File: src/rtl/rx_lmfc_tracker.sv
// JESD204B receive multiframe tracker: locks to /A/ markers, measures offset to the local LMFC, releases the elastic buffer.
// Optional saturating realignment counter (o_realign_cnt) is enabled by defining RX_LMFC_STATS_EN.
module rx_lmfc_tracker #(
    parameter int LOCK_CNT   = 2,
    parameter int UNLOCK_CNT = 2
) (
    input  logic       clk,
    input  logic       rst_n,
    input  logic [4:0] i_K,
    input  logic [4:0] i_rbd,
    input  logic       i_lmfc_clk,
    input  logic       i_data_valid,
    input  logic       i_is_a,
    output logic       o_mf_start,
    output logic [4:0] o_rx_frame,
    output logic [4:0] o_lmfc_offset,
    output logic       o_aligned,
    output logic       o_release,
`ifdef RX_LMFC_STATS_EN
    output logic [7:0] o_realign_cnt,
`endif
    output logic       o_align_err
);

    typedef enum logic [1:0] {
        SEARCH,
        CHECK,
        LOCKED
    } state_t;

    localparam logic [2:0] LOCK_N   = 3'(LOCK_CNT);
    localparam logic [2:0] UNLOCK_N = 3'(UNLOCK_CNT);

    state_t     state;
    logic [4:0] loc_reg;
    logic [4:0] loc_cnt;
    logic [4:0] rx_cnt;
    logic [4:0] rx_next;
    logic       rx_at_end;
    logic [2:0] ok_cnt;
    logic [2:0] mis_cnt;

    // The LMFC pulse forces phase 0 in its own cycle, so an /A/ coincident with it samples 0.
    assign loc_cnt   = i_lmfc_clk ? 5'd0 : loc_reg;
    assign rx_at_end = (rx_cnt == i_K);
    assign rx_next   = rx_at_end ? 5'd0 : rx_cnt + 5'd1;

    assign o_rx_frame = rx_cnt;
    assign o_mf_start = (state == LOCKED) && (rx_cnt == 5'd0);

    // NOTE: every register below is updated with <= so all reads within a clock see pre-edge values.
    always_ff @(posedge clk or negedge rst_n) begin
        if (!rst_n) begin
            loc_reg <= 5'd0;
        end else begin
            loc_reg <= (loc_cnt == i_K) ? 5'd0 : loc_cnt + 5'd1;
        end
    end

    always_ff @(posedge clk or negedge rst_n) begin
        if (!rst_n) begin
            state         <= SEARCH;
            rx_cnt        <= 5'd0;
            ok_cnt        <= 3'd0;
            mis_cnt       <= 3'd0;
            o_lmfc_offset <= 5'd0;
            o_aligned     <= 1'b0;
            o_release     <= 1'b0;
            o_align_err   <= 1'b0;
`ifdef RX_LMFC_STATS_EN
            o_realign_cnt <= 8'd0;
`endif
        end else begin
            o_align_err <= 1'b0;
            if (!i_data_valid) begin
                // Link lost: drop everything except the last measured offset.
                state     <= SEARCH;
                rx_cnt    <= 5'd0;
                ok_cnt    <= 3'd0;
                mis_cnt   <= 3'd0;
                o_aligned <= 1'b0;
                o_release <= 1'b0;
            end else begin
                case (state)
                    SEARCH: begin
                        if (i_is_a) begin
                            rx_cnt        <= 5'd0;
                            o_lmfc_offset <= loc_cnt;
                            ok_cnt        <= 3'd0;
                            state         <= CHECK;
                        end
                    end
                    CHECK: begin
                        rx_cnt <= rx_next;
                        if (i_is_a) begin
                            if (rx_at_end) begin
                                if (ok_cnt + 3'd1 == LOCK_N) begin
                                    state     <= LOCKED;
                                    o_aligned <= 1'b1;
                                    mis_cnt   <= 3'd0;
                                end else begin
                                    ok_cnt <= ok_cnt + 3'd1;
                                end
                            end else begin
                                rx_cnt        <= 5'd0;
                                o_lmfc_offset <= loc_cnt;
                                ok_cnt        <= 3'd0;
                            end
                        end
                    end
                    LOCKED: begin
                        rx_cnt <= rx_next;
                        if (loc_cnt == i_rbd) begin
                            o_release <= 1'b1;
                        end
                        // Misplaced /A/ are counted but never move the frame counter.
                        if (i_is_a) begin
                            if (rx_at_end) begin
                                mis_cnt <= 3'd0;
                            end else if (mis_cnt + 3'd1 == UNLOCK_N) begin
                                state       <= SEARCH;
                                rx_cnt      <= 5'd0;
                                ok_cnt      <= 3'd0;
                                mis_cnt     <= 3'd0;
                                o_aligned   <= 1'b0;
                                o_release   <= 1'b0;
                                o_align_err <= 1'b1;
`ifdef RX_LMFC_STATS_EN
                                if (o_realign_cnt != 8'hFF) begin
                                    o_realign_cnt <= o_realign_cnt + 8'd1;
                                end
`endif
                            end else begin
                                mis_cnt <= mis_cnt + 3'd1;
                            end
                        end
                    end
                    default: state <= SEARCH;
                endcase
            end
        end
    end

endmodule

File: config.mk
export PLATFORM = sky130hd
export DESIGN_NAME = rx_lmfc_tracker
export DESIGN_NICKNAME = d
export VERILOG_FILES = /design/src/rtl/rx_lmfc_tracker.sv
export SDC_FILE = /design/constraint.sdc
export NUM_CORES = 1
export LEC_CHECK = 0
export CAP_MARGIN = 20
export CELL_PAD_IN_SITES_DETAIL_PLACEMENT = 1
export CELL_PAD_IN_SITES_GLOBAL_PLACEMENT = 2
export CORE_MARGIN = 4
export CORE_UTILIZATION = 25
export DETAILED_ROUTE_END_ITERATION = 12
export GPL_ROUTABILITY_DRIVEN = 0
export PLACE_DENSITY = 0.68
export SETUP_SLACK_MARGIN = 0.2
export SKIP_CTS_REPAIR_TIMING = 1
export SYNTH_ARGS = -nofsm -noshare
export SYNTH_HDL_FRONTEND = slang
export SYNTH_SLANG_ARGS = --single-unit
File: constraint.sdc
create_clock -name clk -period 5.4 [get_ports clk]
set_input_delay 0.54 -clock clk [delete_from_list [all_inputs] [get_ports clk]]
set_output_delay 0.54 -clock clk [all_outputs]
set_load 0.02 [all_outputs]
; ---- Word level (Yosys, flattened, before mapping)
; Index checks and enable logic that the tools add are counted.
[classes]
addsub = 4
multipliers = 0
div_mod_pow = 0
order_cmp = 0
eq_ne = 21
shift = 0
mux = 60
bitwise_logic = 0
n_reduce_logical = 10
[op_table]
columns = cell, n
row1 = 5-bit 2-to-1 mux, 13
row2 = 3-bit 2-to-1 mux, 15
row3 = 7-bit AND reduction, 3
row4 = 1-bit 2-to-1 mux, 18
row5 = 3-bit != test (second input constant), 6
row6 = 2-bit 2-to-1 mux, 8
row7 = 5-bit == test, 3
row8 = 5-bit one-hot mux with 3 select lines, 1
row9 = 5-bit by 1-bit adder with 5-bit output (second input constant), 2
row10 = 5-bit one-hot mux with 2 select lines, 1
row11 = 5-bit AND reduction, 2
row12 = 3-bit one-hot mux with 3 select lines, 1
row13 = 3-bit by 1-bit adder with 3-bit output (second input constant), 2
row14 = 3-bit by 2-bit == test with 1-bit output (second input constant), 2
row15 = 2-bit != test (second input constant), 3
row16 = 2-bit one-hot mux with 3 select lines, 1
row17 = 3-bit one-hot mux with 2 select lines, 1
row18 = 5-bit logical NOT, 1
row19 = 4-bit by 1-bit != test with 1-bit output (second input constant), 1
row20 = 4-bit != test (second input constant), 1
row21 = 3-bit by 1-bit != test with 1-bit output (second input constant), 1
row22 = 3-bit by 2-bit != test with 1-bit output (second input constant), 1
row23 = 2-bit by 1-bit == test with 1-bit output (second input constant), 1
row24 = 2-bit == test (second input constant), 1
row25 = 6 further kinds, 6
[word_totals]
regBits = 26
latchBits = 0
ram_bits = 0
mem_bits_ro = 0
inputBits = 15
out_inout_bits = 14
wordCells = 104
memories = 0

; ---- Longest topological paths before layout
[logic_depth]
ltp_word = 8
mapped_depth = 8
mapped_depth_nobuf = 7

; ---- Least setup slack after synthesis
; Ideal clock, no wire load.
[synth_timing]
path_type = register to output
from = register state[0]
to = output o_mf_start
arrival_ps = 1506
required_ps = 4860
setup_slack_ps = 3354
path_stages_with_launch = 6
path_buffers = 1
path_cell_list = dfrtp_1 -> inv_1 -> ha_1 -> buf_2 -> nand2_1 -> nor4_1
[synth_between]
elab_chain_cells = 2
[synth_rtl]
columns = item, line_no
row1 = from (decl), 34  ; state_t state;
row2 = from (signal assigned), 62  ; state <= SEARCH;
row3 = from (signal assigned), 77  ; state <= SEARCH;
row4 = from (signal assigned), 90  ; state <= CHECK;
row5 = 2-bit == test, 49  ; assign o_mf_start = (state == LOCKED) && (rx_cnt == 5'd0);
row6 = 1-bit logical AND, 49
row7 = to (decl), 14  ; output logic o_mf_start,
; Every way passes these cells.

; ---- Worst setup path in the final report
; Same ends and word-level chain as after synthesis.

==> results by group <==
Die
  • Die area: 8540 µm²
  • Core Region: 6870 µm²
  • Initial core utilization: 25.9%
  • Top-level port count: 29
  • Num rows: 30
  • Die Wd: 92.4 µm
  • Die H: 92.4 µm

Drt
  • WL final: 4.46 mm
  • Via count: 1449
  • Initial DRC count: 39
  • Remaining antenna violation count: 0
  • Drt pass-1 iters: 2
  • Drt drc: 0
  • Post-DR wirelength/cell: 14.4 µm
  • Drt via density: 4.69

Power
  • Switch share: 36.5%
  • Internal power: 0.389 mW
  • Comb power frac: 40.3%
  • Clock share of power: 21.0%
  • Flop pwr share: 38.7%
  • Sw Pwr: 0.224 mW
  • VDD IR-drop max: 0.119 mV
  • Design Power: 0.613 mW
  • PwrDens: 280 nW/µm²
  • Leakage: 0.893 nW

GRT
  • Largest net degree at the start of global routing: 27
  • First-pass GRT wire length: 7.82 mm
  • Total track usage: 11.2%
  • Initial antenna violation count: 0
  • Grt ovf: 0
  • Vias in the first global route: 1546

Clock network
  • CTS H-Tree Depth: 1
  • TritonCTS Buffers: 3
  • Clk Latency, worst-skew pair: 0.27 ns
  • Clock buffer depth: 2
  • Clock-pin slew on the worst setup and hold paths: 0.09 ns
  • CTS sink count: 26
  • CTS tree: built
  • Root Buffer: clkbuf_8

STA
  • Final setup vio count: 0
  • Final clock skew: 0.00104 ns
  • Relative slew slack: 67.4%
  • Worst hold slack: 0.510 ns
  • Tightest Pin Transition: 0.482 ns
  • Final min period: 2.71 ns
  • Slew Limit Fails: 0
  • Tcrit/Tclk final: 50.2%
  • RSZ-0062 raised after global routing: no
  • Setup TNS Final: 0 ns
  • Final hold vios: 0
  • Fmax: 0.369 GHz

Setup path
  • CP required: 4.86 ns
  • Reg2reg start: state[0]$_DFFE_PN0P_
  • R2R Path End: o_release$_DFFE_PN0N_
  • Worst-path fanout max: 12
  • Critical path class: flop to output pin
  • Crit path capture type: output pin
  • CP startpoint kind: flop
  • Worst R2R Path Depth: 6
  • Flop2flop setup slack: 3.22 ns
  • Crit path arrival time: 2.17 ns

Worst hold path
  • Hold Crit Depth: 1
  • Worst Hold Endpoint: ok_cnt[0]$_DFFE_PN0P_
  • HP Class: flop to flop
  • Hold Startpoint: ok_cnt[0]$_DFFE_PN0P_

Synthesis
  • Cells after Synth: 190
  • Distinct cells, synth: 54
  • Syn Nets: 216
  • Post-synthesis sequential area ratio: 36.5%
  • Syn Area/Cell: 9.37 µm²
  • Syn. warnings: 0
  • Post-Syn Area: 1780 µm²
  • Ys async rst share: 100%
  • Primary FF master, synth: dfrtp_1
  • Yosys reg bits: 26
  • Number of synthesized flops with an enable pin: 0

Cells and area
  • Synth-to-Final Area Change: 23.0%
  • Nets: 240
  • Finished Core Util: 31.9%
  • ANT cells: 0
  • Share of post-route cells with drive strength above 1: 8.92%

Placement
  • PortBufs: 28
  • Detailed Place HPWL: 3.49 mm

Run
  • Number of max-cap violations: 0

Status
  • Status: finished, final reports clean
==> power groups by stage <==
stage                     clock network (mW)  logic [mW]  registers (mW)
after floorplan                            0       0.161           0.247
after global placement                     0       0.252           0.242
after detailed placement                   0       0.251           0.243
after CTS                              0.138       0.252           0.239
after global routing                   0.145       0.279           0.243
final                                  0.128       0.247           0.237
==> critical path, cell delays in order (launching register included) <==
cell and delay [ns]:
dfrtp_1 0.41, inv_1 0.11, ha_1 0.46, nand2_1 0.10
nor4_1 0.18, clkdlybuf4s50_1 0.65
==> cell usage after synthesis, types with 4 or more instances <==
cell      instances  area share [%]
inv_1            11             2.3
a21oi_1           7             2.0
clkbuf_1          4            0.84
xnor2_1           6             3.0
nor2_1           15             3.2
dfrtp_1          26              37
nand2b_1          5             1.8
ha_1             11             7.7
a31oi_1           4             1.4
nand2_1          12             2.5
xor2_1           10             4.9
nor2b_1           7             2.5
mux2_2            5             3.2
nor3_1            6             1.7
o21ai_0           6             1.7
nand3_1           6             1.7
==> logic make-up after synthesis <==
group / Yosys count / synth area share (%)
adders and majority gates: 11 / 7.73
muxes: 8 / 4.85
AOI/OAI and AO/OA: 40 / 16.4
xor gates and xnor gates: 16 / 7.87
and+or+nand+nor: 68 / 21.3
buffers and inverters: 21 / 5.34
DFF: 26 / 36.5
==> area by class of cell <==
cell class	instances	area [µm²]
clock buffers	4	55.1
fillers	800	4680
inverters	11	41.3
multi-input cells	143	1030
flip-flops and latches	26	651
well taps	96	120
repair buffers	29	288
==> stage by stage <==
stage | worst slack [ns] | area [µm²] | std cells
2_1_floorplan | 3.35 | 1780 | 190
3_3_place_gp | 2.80 | 2130 | 305
3_5_place_dp | 2.78 | 2130 | 305
4_1_cts | 2.62 | 2190 | 309
5_1_grt | 2.46 | 2190 | 309
6_report | 2.69 | 2190 | 309
==> metal layers <==
metal	vias to the layer above	global-route usage (%)	wire length (µm)
met1	714	14.6	2210
met3	2	2.60	174
met5	-	0	0
li1	715	-	-
met4	0	1.49	29
met2	18	19.4	2040
==> how the worst max path moves through the flow <==
stage                         start                     to  depth (start not counted)
3_5_place_dp             i_lmfc_clk  o_release$_DFFE_PN0N_                          6
4_1_cts        state[0]$_DFFE_PN0P_             o_mf_start                          5
6_report       state[0]$_DFFE_PN0P_             o_mf_start                          5
5_1_grt        state[0]$_DFFE_PN0P_             o_mf_start                          5
3_3_place_gp             i_lmfc_clk  o_release$_DFFE_PN0N_                          6
2_1_floorplan  state[0]$_DFFE_PN0P_             o_mf_start                          5
==> layout by cell type, fill, tap and decap left out, drive strengths merged, types with 4 or more instances in the layout <==
master	count
nor3	7
mux2	5
nor2	15
o22ai	4
a31oi	4
dfrtp	26
xor2	10
clkbuf	4
clkdlybuf4s50	28
nand2b	5
ha	11
nand3	6
nand2	12
o21ai	6
inv	11
a21oi	9
xnor2	6
nor2b	8
No activity file was read; power rests on OpenSTA's default activity.
